**config.mk**
```make
export PLATFORM = sky130hd
export DESIGN_NAME = des_iter_core_flat
export DESIGN_NICKNAME = d
export VERILOG_FILES = /design/src/rtl/des_pkg.sv /design/src/rtl/des_iter_core_if.sv /design/src/rtl/des_feistel_round.sv /design/src/rtl/des_iter_core.sv /design/src/flat_wrapper.sv
export SDC_FILE = /design/constraint.sdc
export NUM_CORES = 1
export LEC_CHECK = 0
export CORE_ASPECT_RATIO = 1.4
export CORE_MARGIN = 5
export CORE_UTILIZATION = 45
export CTS_BUF_LIST = sky130_fd_sc_hd__clkbuf_4 sky130_fd_sc_hd__clkbuf_8
export CTS_CLUSTER_DIAMETER = 150
export DETAILED_ROUTE_END_ITERATION = 12
export GPL_TIMING_DRIVEN = 0
export PLACE_DENSITY = 0.81
export RECOVER_POWER = 100
export SLEW_MARGIN = 10
export SYNTH_ARGS = -nofsm -noshare
export SYNTH_HDL_FRONTEND = slang
export SYNTH_SLANG_ARGS = --single-unit
```
**constraint.sdc**
```tcl
create_clock -name clk -period 3.6 [get_ports clk]
set_clock_uncertainty 0.15 [all_clocks]
set_input_delay 0.9 -clock clk [delete_from_list [all_inputs] [get_ports clk]]
set_output_delay 0.9 -clock clk [all_outputs]
set_load 0.03 [all_outputs]
```
**src/rtl/des_pkg.sv**
```systemverilog
// rtl/des_pkg.sv - DES tables, key-shift schedule, permutation helpers and FSM encodings
// Bit numbering follows the DES standard: table entry 1 is the MSB of the vector.
package des_pkg;

    localparam logic [1:0] ST_IDLE = 2'd0;
    localparam logic [1:0] ST_RUN  = 2'd1;
    localparam logic [1:0] ST_DONE = 2'd2;

    localparam int IP_TAB [64] = '{
        58, 50, 42, 34, 26, 18, 10, 2,  60, 52, 44, 36, 28, 20, 12, 4,
        62, 54, 46, 38, 30, 22, 14, 6,  64, 56, 48, 40, 32, 24, 16, 8,
        57, 49, 41, 33, 25, 17,  9, 1,  59, 51, 43, 35, 27, 19, 11, 3,
        61, 53, 45, 37, 29, 21, 13, 5,  63, 55, 47, 39, 31, 23, 15, 7};

    localparam int FP_TAB [64] = '{
        40, 8, 48, 16, 56, 24, 64, 32,  39, 7, 47, 15, 55, 23, 63, 31,
        38, 6, 46, 14, 54, 22, 62, 30,  37, 5, 45, 13, 53, 21, 61, 29,
        36, 4, 44, 12, 52, 20, 60, 28,  35, 3, 43, 11, 51, 19, 59, 27,
        34, 2, 42, 10, 50, 18, 58, 26,  33, 1, 41,  9, 49, 17, 57, 25};

    localparam int E_TAB [48] = '{
        32,  1,  2,  3,  4,  5,   4,  5,  6,  7,  8,  9,
         8,  9, 10, 11, 12, 13,  12, 13, 14, 15, 16, 17,
        16, 17, 18, 19, 20, 21,  20, 21, 22, 23, 24, 25,
        24, 25, 26, 27, 28, 29,  28, 29, 30, 31, 32,  1};

    localparam int P_TAB [32] = '{
        16,  7, 20, 21, 29, 12, 28, 17,   1, 15, 23, 26,  5, 18, 31, 10,
         2,  8, 24, 14, 32, 27,  3,  9,  19, 13, 30,  6, 22, 11,  4, 25};

    localparam int PC1_TAB [56] = '{
        57, 49, 41, 33, 25, 17,  9,   1, 58, 50, 42, 34, 26, 18,
        10,  2, 59, 51, 43, 35, 27,  19, 11,  3, 60, 52, 44, 36,
        63, 55, 47, 39, 31, 23, 15,   7, 62, 54, 46, 38, 30, 22,
        14,  6, 61, 53, 45, 37, 29,  21, 13,  5, 28, 20, 12,  4};

    localparam int PC2_TAB [48] = '{
        14, 17, 11, 24,  1,  5,   3, 28, 15,  6, 21, 10,
        23, 19, 12,  4, 26,  8,  16,  7, 27, 20, 13,  2,
        41, 52, 31, 37, 47, 55,  30, 40, 51, 45, 33, 48,
        44, 49, 39, 56, 34, 53,  46, 42, 50, 36, 29, 32};

    // Indexed by {row[1:0], col[3:0]}, row = outer bits of the 6-bit group.
    localparam int SBOX [8][64] = '{
        '{14, 4,13, 1, 2,15,11, 8, 3,10, 6,12, 5, 9, 0, 7,
           0,15, 7, 4,14, 2,13, 1,10, 6,12,11, 9, 5, 3, 8,
           4, 1,14, 8,13, 6, 2,11,15,12, 9, 7, 3,10, 5, 0,
          15,12, 8, 2, 4, 9, 1, 7, 5,11, 3,14,10, 0, 6,13},
        '{15, 1, 8,14, 6,11, 3, 4, 9, 7, 2,13,12, 0, 5,10,
           3,13, 4, 7,15, 2, 8,14,12, 0, 1,10, 6, 9,11, 5,
           0,14, 7,11,10, 4,13, 1, 5, 8,12, 6, 9, 3, 2,15,
          13, 8,10, 1, 3,15, 4, 2,11, 6, 7,12, 0, 5,14, 9},
        '{10, 0, 9,14, 6, 3,15, 5, 1,13,12, 7,11, 4, 2, 8,
          13, 7, 0, 9, 3, 4, 6,10, 2, 8, 5,14,12,11,15, 1,
          13, 6, 4, 9, 8,15, 3, 0,11, 1, 2,12, 5,10,14, 7,
           1,10,13, 0, 6, 9, 8, 7, 4,15,14, 3,11, 5, 2,12},
        '{ 7,13,14, 3, 0, 6, 9,10, 1, 2, 8, 5,11,12, 4,15,
          13, 8,11, 5, 6,15, 0, 3, 4, 7, 2,12, 1,10,14, 9,
          10, 6, 9, 0,12,11, 7,13,15, 1, 3,14, 5, 2, 8, 4,
           3,15, 0, 6,10, 1,13, 8, 9, 4, 5,11,12, 7, 2,14},
        '{ 2,12, 4, 1, 7,10,11, 6, 8, 5, 3,15,13, 0,14, 9,
          14,11, 2,12, 4, 7,13, 1, 5, 0,15,10, 3, 9, 8, 6,
           4, 2, 1,11,10,13, 7, 8,15, 9,12, 5, 6, 3, 0,14,
          11, 8,12, 7, 1,14, 2,13, 6,15, 0, 9,10, 4, 5, 3},
        '{12, 1,10,15, 9, 2, 6, 8, 0,13, 3, 4,14, 7, 5,11,
          10,15, 4, 2, 7,12, 9, 5, 6, 1,13,14, 0,11, 3, 8,
           9,14,15, 5, 2, 8,12, 3, 7, 0, 4,10, 1,13,11, 6,
           4, 3, 2,12, 9, 5,15,10,11,14, 1, 7, 6, 0, 8,13},
        '{ 4,11, 2,14,15, 0, 8,13, 3,12, 9, 7, 5,10, 6, 1,
          13, 0,11, 7, 4, 9, 1,10,14, 3, 5,12, 2,15, 8, 6,
           1, 4,11,13,12, 3, 7,14,10,15, 6, 8, 0, 5, 9, 2,
           6,11,13, 8, 1, 4,10, 7, 9, 5, 0,15,14, 2, 3,12},
        '{13, 2, 8, 4, 6,15,11, 1,10, 9, 3,14, 5, 0,12, 7,
           1,15,13, 8,10, 3, 7, 4,12, 5, 6,11, 0,14, 9, 2,
           7,11, 4, 1, 9,12,14, 2, 0, 6,10,13,15, 3, 5, 8,
           2, 1,14, 7, 4,10, 8,13,15,12, 9, 0, 3, 5, 6,11}};

    localparam int SHIFTS [1:16] = '{1, 1, 2, 2, 2, 2, 2, 2, 1, 2, 2, 2, 2, 2, 2, 1};

    function automatic int cum_shift(input int n);
        int s;
        s = 0;
        for (int i = 1; i <= 16; i++) begin
            if (i <= n) s += SHIFTS[i];
        end
        return s;
    endfunction

    // True when round j (1..16) rotates by two positions.
    function automatic logic shift_two(input logic [4:0] j);
        logic t;
        t = 1'b0;
        for (int i = 1; i <= 16; i++) begin
            if (5'(i) == j) t = (SHIFTS[i] == 2);
        end
        return t;
    endfunction

    function automatic logic [27:0] rol28(input logic [27:0] x, input logic two);
        return two ? {x[25:0], x[27:26]} : {x[26:0], x[27]};
    endfunction

    function automatic logic [27:0] ror28(input logic [27:0] x, input logic two);
        return two ? {x[1:0], x[27:2]} : {x[0], x[27:1]};
    endfunction

    // Rotate by a constant amount; only ever called with elaboration-time n.
    function automatic logic [27:0] rol28_n(input logic [27:0] x, input int n);
        logic [27:0] y;
        y = x;
        for (int i = 0; i < 28; i++) begin
            if (i < n) y = {y[26:0], y[27]};
        end
        return y;
    endfunction

    function automatic logic [63:0] des_ip(input logic [63:0] x);
        logic [63:0] y;
        for (int i = 0; i < 64; i++) y[6'(63 - i)] = x[6'(64 - IP_TAB[i])];
        return y;
    endfunction

    function automatic logic [63:0] des_fp(input logic [63:0] x);
        logic [63:0] y;
        for (int i = 0; i < 64; i++) y[6'(63 - i)] = x[6'(64 - FP_TAB[i])];
        return y;
    endfunction

    function automatic logic [55:0] des_pc1(input logic [63:0] x);
        logic [55:0] y;
        for (int i = 0; i < 56; i++) y[6'(55 - i)] = x[6'(64 - PC1_TAB[i])];
        return y;
    endfunction

    function automatic logic [47:0] des_pc2(input logic [55:0] x);
        logic [47:0] y;
        for (int i = 0; i < 48; i++) y[6'(47 - i)] = x[6'(56 - PC2_TAB[i])];
        return y;
    endfunction

    function automatic logic [47:0] des_e(input logic [31:0] x);
        logic [47:0] y;
        for (int i = 0; i < 48; i++) y[6'(47 - i)] = x[5'(32 - E_TAB[i])];
        return y;
    endfunction

    function automatic logic [31:0] des_p(input logic [31:0] x);
        logic [31:0] y;
        for (int i = 0; i < 32; i++) y[5'(31 - i)] = x[5'(32 - P_TAB[i])];
        return y;
    endfunction

    function automatic logic [31:0] des_sbox(input logic [47:0] x);
        logic [31:0] y;
        logic [5:0]  b;
        for (int i = 0; i < 8; i++) begin
            b = x[6'(47 - 6 * i) -: 6];
            y[5'(31 - 4 * i) -: 4] = 4'(SBOX[i][{b[5], b[0], b[4:1]}]);
        end
        return y;
    endfunction

    function automatic logic [31:0] des_f(input logic [31:0] r, input logic [47:0] k);
        return des_p(des_sbox(des_e(r) ^ k));
    endfunction

endpackage

```
**src/rtl/des_iter_core_if.sv**
```systemverilog
// rtl/des_iter_core_if.sv - block handshake bundle between source/sink (master) and the DES core (slave)
// Signals: in_valid/in_ready/in_mode/in_data/in_key (block in), out_valid/out_ready/out_data/out_weak (result out).
interface des_iter_core_if;
    logic        in_valid;
    logic        in_ready;
    logic        in_mode;
    logic [63:0] in_data;
    logic [63:0] in_key;
    logic        out_valid;
    logic        out_ready;
    logic [63:0] out_data;
    logic        out_weak;

    modport master (
        output in_valid, in_mode, in_data, in_key, out_ready,
        input  in_ready, out_valid, out_data, out_weak
    );

    modport slave (
        input  in_valid, in_mode, in_data, in_key, out_ready,
        output in_ready, out_valid, out_data, out_weak
    );
endinterface

```
**src/rtl/des_feistel_round.sv**
```systemverilog
// rtl/des_feistel_round.sv - one combinational DES Feistel round
// Ports: l_in, r_in (32b halves), subkey (48b) -> l_out = r_in, r_out = l_in ^ f(r_in, subkey).
module des_feistel_round
    import des_pkg::*;
(
    input  logic [31:0] l_in,
    input  logic [31:0] r_in,
    input  logic [47:0] subkey,
    output logic [31:0] l_out,
    output logic [31:0] r_out
);
    assign l_out = r_in;
    assign r_out = l_in ^ des_f(r_in, subkey);
endmodule

```
**src/rtl/des_iter_core.sv**
```systemverilog
// rtl/des_iter_core.sv - iterative handshaked DES encrypt/decrypt engine
// Ports: clk, rst_n (async, active low), bus (des_iter_core_if.slave).
// Params: NUM_ROUNDS (1..16, multiple of ROUNDS_PER_CYCLE), ROUNDS_PER_CYCLE (1, 2, 4).
// Optional: define DES_WEAK_KEY_EN to flag weak keys on out_weak; otherwise out_weak is 0.
module des_iter_core
    import des_pkg::*;
#(
    parameter int NUM_ROUNDS       = 16,
    parameter int ROUNDS_PER_CYCLE = 1
)(
    input  logic           clk,
    input  logic           rst_n,
    des_iter_core_if.slave bus
);
    // Decrypt walks the schedule backwards, so C/D start at the position
    // reached after the last encrypt round.
    localparam int DEC_ROT = cum_shift(NUM_ROUNDS) % 28;

    logic [1:0]  state_q;
    logic [4:0]  cnt_q;
    logic        mode_q;
    logic [31:0] l_q, r_q;
    logic [27:0] c_q, d_q;
    logic [63:0] out_data_q;

    logic [55:0] key_cd;
    logic [63:0] ip_data;
    assign key_cd  = des_pc1(bus.in_key);
    assign ip_data = des_ip(bus.in_data);

    // Key schedule for the rounds done this cycle.
    logic [ROUNDS_PER_CYCLE-1:0][47:0] subkey;
    logic [27:0] c_t, d_t, c_nxt, d_nxt;
    logic [4:0]  j;

    always_comb begin
        subkey = '0;
        c_t    = c_q;
        d_t    = d_q;
        j      = '0;
        for (int k = 0; k < ROUNDS_PER_CYCLE; k++) begin
            j = cnt_q + 5'(k + 1);
            if (!mode_q) begin
                c_t = rol28(c_t, shift_two(j));
                d_t = rol28(d_t, shift_two(j));
                subkey[k] = des_pc2({c_t, d_t});
            end else begin
                subkey[k] = des_pc2({c_t, d_t});
                c_t = ror28(c_t, shift_two(5'(NUM_ROUNDS + 1) - j));
                d_t = ror28(d_t, shift_two(5'(NUM_ROUNDS + 1) - j));
            end
        end
        c_nxt = c_t;
        d_nxt = d_t;
    end

    logic [ROUNDS_PER_CYCLE:0][31:0] l_chain, r_chain;
    assign l_chain[0] = l_q;
    assign r_chain[0] = r_q;

    for (genvar g = 0; g < ROUNDS_PER_CYCLE; g++) begin : g_round
        des_feistel_round u_round (
            .l_in   (l_chain[g]),
            .r_in   (r_chain[g]),
            .subkey (subkey[g]),
            .l_out  (l_chain[g+1]),
            .r_out  (r_chain[g+1])
        );
    end

    logic last_step;
    assign last_step = (cnt_q + 5'(ROUNDS_PER_CYCLE)) == 5'(NUM_ROUNDS);

    always_ff @(posedge clk or negedge rst_n) begin
        if (!rst_n) begin
            state_q    <= ST_IDLE;
            cnt_q      <= '0;
            mode_q     <= 1'b0;
            l_q        <= '0;
            r_q        <= '0;
            c_q        <= '0;
            d_q        <= '0;
            out_data_q <= '0;
        end else begin
            case (state_q)
                ST_IDLE: begin
                    if (bus.in_valid) begin
                        l_q     <= ip_data[63:32];
                        r_q     <= ip_data[31:0];
                        c_q     <= bus.in_mode ? rol28_n(key_cd[55:28], DEC_ROT) : key_cd[55:28];
                        d_q     <= bus.in_mode ? rol28_n(key_cd[27:0], DEC_ROT) : key_cd[27:0];
                        mode_q  <= bus.in_mode;
                        cnt_q   <= '0;
                        state_q <= ST_RUN;
                    end
                end
                ST_RUN: begin
                    l_q   <= l_chain[ROUNDS_PER_CYCLE];
                    r_q   <= r_chain[ROUNDS_PER_CYCLE];
                    c_q   <= c_nxt;
                    d_q   <= d_nxt;
                    cnt_q <= cnt_q + 5'(ROUNDS_PER_CYCLE);
                    if (last_step) begin
                        // Final round output is taken with halves swapped.
                        out_data_q <= des_fp({r_chain[ROUNDS_PER_CYCLE], l_chain[ROUNDS_PER_CYCLE]});
                        state_q    <= ST_DONE;
                    end
                end
                ST_DONE: begin
                    if (bus.out_ready) state_q <= ST_IDLE;
                end
                default: state_q <= ST_IDLE;
            endcase
        end
    end

    assign bus.in_ready  = (state_q == ST_IDLE);
    assign bus.out_valid = (state_q == ST_DONE);
    assign bus.out_data  = out_data_q;

`ifdef DES_WEAK_KEY_EN
    logic weak_q;
    always_ff @(posedge clk or negedge rst_n) begin
        if (!rst_n) begin
            weak_q <= 1'b0;
        end else if (state_q == ST_IDLE && bus.in_valid) begin
            weak_q <= ((key_cd[55:28] == '0) || (&key_cd[55:28])) &&
                      ((key_cd[27:0]  == '0) || (&key_cd[27:0]));
        end else if (state_q == ST_DONE && bus.out_ready) begin
            weak_q <= 1'b0;
        end
    end
    assign bus.out_weak = weak_q & (state_q == ST_DONE);
`else
    assign bus.out_weak = 1'b0;
`endif

endmodule
```
**src/flat_wrapper.sv**
```systemverilog
// flat-port wrapper written by rule: the top's interface ports become plain ports
module des_iter_core_flat import des_pkg::*;
#(
    parameter int NUM_ROUNDS       = 16,
    parameter int ROUNDS_PER_CYCLE = 1
)
  (clk, rst_n, bus_in_valid, bus_in_mode, bus_in_data, bus_in_key, bus_out_ready, bus_in_ready, bus_out_valid, bus_out_data, bus_out_weak);
  des_iter_core_if bus_i ();
  input  logic clk;
  input  logic rst_n;
  input wire logic [$bits(bus_i.in_valid)-1:0] bus_in_valid;
  input wire logic [$bits(bus_i.in_mode)-1:0] bus_in_mode;
  input wire logic [$bits(bus_i.in_data)-1:0] bus_in_data;
  input wire logic [$bits(bus_i.in_key)-1:0] bus_in_key;
  input wire logic [$bits(bus_i.out_ready)-1:0] bus_out_ready;
  output wire logic [$bits(bus_i.in_ready)-1:0] bus_in_ready;
  output wire logic [$bits(bus_i.out_valid)-1:0] bus_out_valid;
  output wire logic [$bits(bus_i.out_data)-1:0] bus_out_data;
  output wire logic [$bits(bus_i.out_weak)-1:0] bus_out_weak;
  assign bus_i.in_valid = bus_in_valid;
  assign bus_i.in_mode = bus_in_mode;
  assign bus_i.in_data = bus_in_data;
  assign bus_i.in_key = bus_in_key;
  assign bus_i.out_ready = bus_out_ready;
  assign bus_in_ready = bus_i.in_ready;
  assign bus_out_valid = bus_i.out_valid;
  assign bus_out_data = bus_i.out_data;
  assign bus_out_weak = bus_i.out_weak;
  des_iter_core #(.NUM_ROUNDS(NUM_ROUNDS), .ROUNDS_PER_CYCLE(ROUNDS_PER_CYCLE)) u_core (.clk(clk), .rst_n(rst_n), .bus(bus_i));
endmodule
```
# After elaboration in Yosys (flattened, before gate mapping)
# Memory sizes are Yosys's and may differ from the RTL's.
# Index checks and enable logic that the tools add are counted.
[totals]
reg_bits = 116
romBits = 8192
inputBits = 133
output_inout_bits = 67
word_cells = 116
n_memories = 4
[classes]
addsub = 2
magnitude_cmp = 4
n_eq_ne = 34
mux = 53
bitwise_logic = 6
reduce_logical = 6
[mem_list]
columns = ["memory", "words", "width", "rd", "rd_ports_with_merged_regs", "write_ports", "line_no", "text"]
rows = [
  ["(name not given)", 64, 32, 1, 0, 0, "des_pkg.sv:158", "y[5'(31 - 4 * i) -: 4] = 4'(SBOX[i][{b[5], b[0], b[4:1]}]);"],
  ["(name not given)", 64, 32, 1, 0, 0, "des_pkg.sv:158", ""],
  ["(name not given)", 64, 32, 1, 0, 0, "des_pkg.sv:158", ""],
  ["(name not given)", 64, 32, 1, 0, 0, "des_pkg.sv:158", ""],
]
[ops]
columns = ["cell", "count"]
rows = [
  ["2-to-1 mux 28 bit", 4],
  ["== test 4 x 5 -> 1 bit, first input constant", 16],
  ["2-to-1 mux 32 bit", 2],
  ["one-hot mux 32 bit (2 select lines)", 1],
  ["one-hot mux 28 bit (2 select lines)", 1],
  ["== test 3 x 5 -> 1 bit, first input constant", 8],
  ["XOR 32 bit", 1],
  ["2-to-1 mux 1 bit", 30],
  ["greater-or-equal comparator 7 bit, second input constant", 4],
  ["inverter 6 -> 7 bit", 4],
  ["2-to-1 mux 24 bit", 1],
  ["XOR 24 bit", 1],
  ["2-to-1 mux 3 bit", 4],
  ["== test 2 x 5 -> 1 bit, first input constant", 2],
  ["== test 5 bit, first input constant", 2],
  ["2-to-1 mux 2 bit", 5],
  ["one-hot mux 5 bit (2 select lines)", 1],
  ["2-to-1 mux 4 bit", 2],
  ["one-hot mux 2 bit (3 select lines)", 1],
  ["AND reduction 2 bit", 3],
  ["adder 5 x 1 -> 5 bit, second input constant", 1],
  ["== test 5 bit, second input constant", 1],
  ["2-to-1 mux 5 bit", 1],
  ["subtractor 5 bit, first input constant", 1],
  ["other kinds (7)", 8],
]

# Longest topological paths before layout
[depth]
depth_word = 26
ltp_mapped = 18
mapped_depth_nobuf = 16

# By module
# From an unflattened synthesis, not the netlist that was laid out.
[hier_totals]
hier_cells = 1044
area_unflattened_um2 = 9714.3
[by_module_without_submodules]
columns = ["module", "n_inst", "cells_per_inst", "area_per_inst_um2", "seq_area_each_um2"]
rows = [
  ["des_iter_core", 1, 820, 7925.1, 3603.5],
  ["des_feistel_round", 1, 224, 1789.2, 0.0],
]

# Worst setup path after synthesis
# Ideal clock, no wire load.
[synth_timing]
path_type = "register to register"
startpoint = "reg u_core.cnt_q[0]"
endpoint = "reg u_core.r_q[5]"
setup_ns = 0.136
arrival_time_ns = 3.673
required_time_ns = 3.314
path_slack_ns = -0.359
stages_incl_launch_ff = 19
path_buffers = 3
period_less_slack_ns = 3.959
path_cell_list = "dfrtp_1 -> ha_1 -> buf_2 -> nand3_2 -> xor2_2 -> o211ai_4 -> o22ai_4 -> buf_6 -> buf_6 -> a21boi_1 -> o2111ai_2 -> inv_1 -> ha_1 -> inv_1 -> nor2_1 -> o311a_1 -> a2bb2oi_2 -> xnor2_1 -> a21oi_1"
[synth_between]
elab_chain_cells = 26
word_cells_on_any_way = 39
cone_classes = "add/sub: 1; eq/ne: 14; mux: 20; bitwise: 3; memory: 1"
[synth_lines]
columns = ["element", "line_no", "text"]
rows = [
  ["start, declared", "des_iter_core.sv:20", "logic [4:0] cnt_q;"],
  ["start signal, assigned", "des_iter_core.sv:102", "cnt_q <= cnt_q + 5'(ROUNDS_PER_CYCLE);"],
  ["adder 5 x 1 -> 5 bit *", "des_iter_core.sv:42", "j = cnt_q + 5'(k + 1);"],
  ["== test 2 x 5 -> 1 bit", "-", ""],
  ["2-to-1 mux 1 bit (13 in a row)", "des_pkg.sv:94", "if (5'(i) == j) t = (SHIFTS[i] == 2);"],
  ["2-to-1 mux 1 bit *", "des_pkg.sv:94", ""],
  ["2-to-1 mux 1 bit *", "des_iter_core.sv:43", "if (!mode_q) begin"],
  ["2-to-1 mux 28 bit *", "des_pkg.sv:100", "return two ? {x[25:0], x[27:26]} : {x[26:0], x[27]};"],
  ["2-to-1 mux 24 bit *", "des_iter_core.sv:43", ""],
  ["XOR 24 bit *", "des_pkg.sv:164", "return des_p(des_sbox(des_e(r) ^ k));"],
  ["inverter 6 -> 7 bit (implied by the code) *", "des_pkg.sv:158", ""],
  ["memory (64 x 32 bit) *", "-", ""],
  ["2-to-1 mux 3 bit (implied by the code) * (2 in a row)", "des_pkg.sv:158", ""],
  ["XOR 32 bit *", "des_feistel_round.sv:13", "assign r_out = l_in ^ des_f(r_in, subkey);"],
  ["one-hot mux 32 bit (2 select lines) *", "des_iter_core.sv:85", "case (state_q)"],
  ["end signal, assigned", "des_iter_core.sv:89", "r_q <= ip_data[31:0];"],
  ["end signal, assigned", "des_iter_core.sv:99", "r_q <= r_chain[ROUNDS_PER_CYCLE];"],
  ["end, declared", "des_iter_core.sv:22", "logic [31:0] l_q, r_q;"],
]
# Every way passes the cells marked *; elsewhere a longest branch is shown, timed or not. The select of a mux whose other input is x is not followed.
# A chain may end at the register's enable or synchronous reset.

# Final worst setup path
[layout_timing]
startpoint = "reg u_core.cnt_q[1]"
endpoint = "reg u_core.r_q[10]"
[layout_between]
elab_chain_cells = 26
word_cells_on_any_way = 39
cone_classes = "add/sub: 1; eq/ne: 14; mux: 20; bitwise: 3; memory: 1"
[layout_lines]
columns = ["element", "line_no"]
rows = [
  ["adder 5 x 1 -> 5 bit *", "des_iter_core.sv:42"],
  ["== test 2 x 5 -> 1 bit", "-"],
  ["2-to-1 mux 1 bit (13 in a row)", "des_pkg.sv:94"],
  ["2-to-1 mux 1 bit *", "des_pkg.sv:94"],
  ["2-to-1 mux 1 bit *", "des_iter_core.sv:43"],
  ["2-to-1 mux 28 bit *", "des_pkg.sv:100"],
  ["2-to-1 mux 24 bit *", "des_iter_core.sv:43"],
  ["XOR 24 bit *", "des_pkg.sv:164"],
  ["inverter 6 -> 7 bit (implied by the code) *", "des_pkg.sv:158"],
  ["memory (64 x 32 bit) *", "-"],
  ["2-to-1 mux 4 bit (implied by the code) * (2 in a row)", "des_pkg.sv:158"],
  ["XOR 32 bit *", "des_feistel_round.sv:13"],
  ["one-hot mux 32 bit (2 select lines) *", "des_iter_core.sv:85"],
]
# Marked as above.

==> metrics.yaml <==
cells_and_area:
  syn2layout_area_growth_pct: 32.7
  layout.nets: 1115
  final_cell_mix: "nand2_1, buf_4, dfrtp_1, conb_1, mux2i_1"
  drive_gt1_share_pct: 28.3
  diodes: 0
  stdcell_count: 1151
  final_common_cell: "nand2_1"
  fin_util_pct: 60.8
critical_path:
  r2r-start: "u_core.cnt_q[1]$_DFFE_PN0P_"
  timing.critical_path.from: "u_core.cnt_q[1]$_DFFE_PN0P_"
  worstPathArrival_ps: 3940
  cpMostUsedCell: "ha_4"
  endpoint_kind: "register"
  r2r_setup_slack_ps: -240
  worstSetupPathType: "reg -> reg"
  cp_slowest_stage_delay_ps: 490
  r2r-end: "u_core.r_q[10]$_DFFE_PN0P_"
  cp_num_buf_inv: 3
  cp_top_family: "compound AO/OA/AOI/OAI gates"
  path_cells: "buf_4 -> ha_4 -> nor2_4 -> nand2_4 -> o211ai_4 -> o22ai_4 -> buf_12 -> a221oi_4 -> xor2_4 -> buf_6 -> ha_4 -> mux2_4 -> mux4_2 -> xnor2_2 -> o21ai_1 -> o21bai_1"
  required_ps: 3700
  cp_max_fo: 7
  cp-start-kind: "register"
  worstRegToRegCells: 16
  worst_path_max_delay_cell: "dfrtp_2"
placed_design:
  pre_cts_slack_ps: -681
  dp_hpwl_um: 16400
  port_buffers: 50
  place_congestion: 1.00
  dp_cells: 1084
sta:
  fin_crit_ps: 3840
  whs_ps: 355
  tightest_slew_ps: 2210
  fin_ws_ps: -240
  max_freq_ghz: 0.260
  rsz0062_at_grt: "yes"
  hold_viol_final: 0
  period_share_pct: 107
  slew_headroom_pct: -47.6
  drv_slew: 40
  setup_viol: 7
outcome:
  failed_checks: "max-capacitance violations, max-slew violations, negative setup slack"
  outcome: "complete, but fails checks"
floorplanning:
  start_util_pct: 45.9
  io_pins: 200
  die-width_um: 114
  die-area_sq_um: 17900
  chipHeight_um: 156
  coreArea_sq_um: 15000
  core.rowCount: 53
yosys:
  yosysWarnings: 0
  synth-seq-cells: 79
  synth_top_area_cell: "dfrtp_1"
  synth_flop_cell: "dfrtp_1"
  synth.area.top_cells: "dfrtp_1, mux2i_1, nand2_1"
  synth-edff-count: 0
  synthCells: 793
  synth_area_sq_um: 6870
  async_flop_share_pct: 100
  yosysSeqAreaShare_pct: 28.8
  ys_types: 89
  syn_area_per_cell_sq_um: 8.67
  synth_top_cell_area_share_pct: 28.8
worst_hold_path:
  min_path_cells: 1
  hold_class: "reg -> reg"
  min_from: "u_core.bus.out_data[17]$_DFFE_PN0P_"
  min_to: "u_core.bus.out_data[17]$_DFFE_PN0P_"
drt:
  drt-total-wl_um: 23800
  drcViolationCount: 0
  post_drt_via_cell_ratio: 6.04
  postRouteAntennaNets: 0
  num_vias: 6950
  drtIter0Drc: 822
  wire_per_inst_um: 20.7
  dr.pass1.iters: 8
cts:
  clk_pin_slew_ps: 100
  htreeDepth: 3
  tritoncts: "built"
  numCtsBuffers: 9
  cts_root_buffer: "clkbuf_8"
  clk_latency_ps: 370
  clkSinkCount: 79
  postCtsHoldBufs: 0
  max-clock-path-buffers: 2
grt:
  grt_antenna_before_repair: 0
  grtUsageMet1_pct: 29.3
  grt_pass1_wl_um: 36400
  track_usage_pct: 25.9
  grt_max_degree: 42
  grt.overflow.total: 0
  use_met3_pct: 5.22
  grt_use_met2_pct: 42.5
  gr-max-usage-layer: "met2"
  grt_pass1_vias: 6780
run:
  cap_violations: 1
## synth_stat cells, types with 4 or more instances
master	count
a2111oi_0	5
a211oi_1	4
a21o_1	7
a21oi_1	38
a221oi_1	10
a221oi_2	4
a31oi_1	16
a32o_1	7
and2_1	5
and3_1	7
buf_1	7
buf_2	9
buf_4	52
clkbuf_1	29
dfrtp_1	79
ha_1	27
inv_1	32
mux2_2	25
mux2i_1	47
nand2_1	115
nand2b_1	5
nand3_1	16
nor2_1	48
nor2b_1	7
nor3_1	14
o211ai_1	14
o21ai_0	40
o221a_2	6
o221ai_1	8
or3_1	6
xnor2_1	13
xor2_1	4
## what timing repair did
action / in CTS / in global routing
pin swaps: 34 / 26
hold endpoints to repair: 0 / 0
resized for setup: 60 / 53
buffers inserted: 37 / 16
endpoints found under the setup margin: 19 / 32
## final cells by class
cell class	instances	area, sq um
Fill cell	1285	5870
Multi-Input combinational cell	628	4930
Buffer	99	641
Timing Repair Buffer	104	936
Clock buffer	9	124
Sequential cell	79	1980
Tap cell	192	240
Inverter	34	133
Clock inverter	6	134
## how the worst max path moves through the flow
stage / endpoint / slack [ps] / cells past startpoint
finish: u_core.r_q[10]$_DFFE_PN0P_ / -240 / 16
global route: u_core.r_q[10]$_DFFE_PN0P_ / -370 / 16
CTS: u_core.r_q[10]$_DFFE_PN0P_ / -170 / 14
detailed placement: u_core.r_q[5]$_DFFE_PN0P_ / -680 / 18
global placement: u_core.cnt_q[0]$_DFFE_PN0P_ / -1700 / 1
floorplan: u_core.r_q[10]$_DFFE_PN0P_ / -180 / 16
## worst register-to-register path, cell delays in order (launching register included)
cell and delay [ps]:
dfrtp_2 490, buf_4 170, ha_4 170, nor2_4 170, nand2_4 120, o211ai_4 160
o22ai_4 130, buf_12 150, a221oi_4 430, xor2_4 170, buf_6 150, ha_4 150
mux2_4 260, mux4_2 490, xnor2_2 140, o21ai_1 60, o21bai_1 150
## metal layers
metal / share of wire (%) / wire length, um / vias to the layer above
met5: 0 / 0 / -
met4: 9.0 / 2150 / 0
met3: 9.4 / 2230 / 149
met2: 47 / 11300 / 464
met1: 34 / 8140 / 3235
li1: - / - / 3102
## flip-flops by register name, summed over array words and instances, names as in the netlist
register             flops
u_core.l_q               7
u_core.r_q              20
u_core.state_q           2
u_core.cnt_q             5
u_core.bus.out_data     16
u_core.d_q              28
u_core.mode_q            1
## stage by stage
step	instance area, sq um	TNS, ps
final	9120	-869
after global routing	9120	-8730
after CTS	8800	-599
after detailed placement	7920	-5190
after global placement	7910	-116030
after floorplan	7160	-406
## cell families (layout without fill, tap and decap cells)
logic type,count (synthesis),after routing,share of synthesized area [%]
flops,79,79,28.8
mux,76,76,11.8
fa+ha+maj,27,27,4.91
other cells,1,49,0.0546
buf+inv,134,252,10.6
compound gates,217,217,24.8
simple gates,235,235,15.2
xor+xnor,24,24,3.99
Power is left out: the tool's default activity adds up to more than one toggle a clock period on the data nets, which glitch-free logic cannot reach.
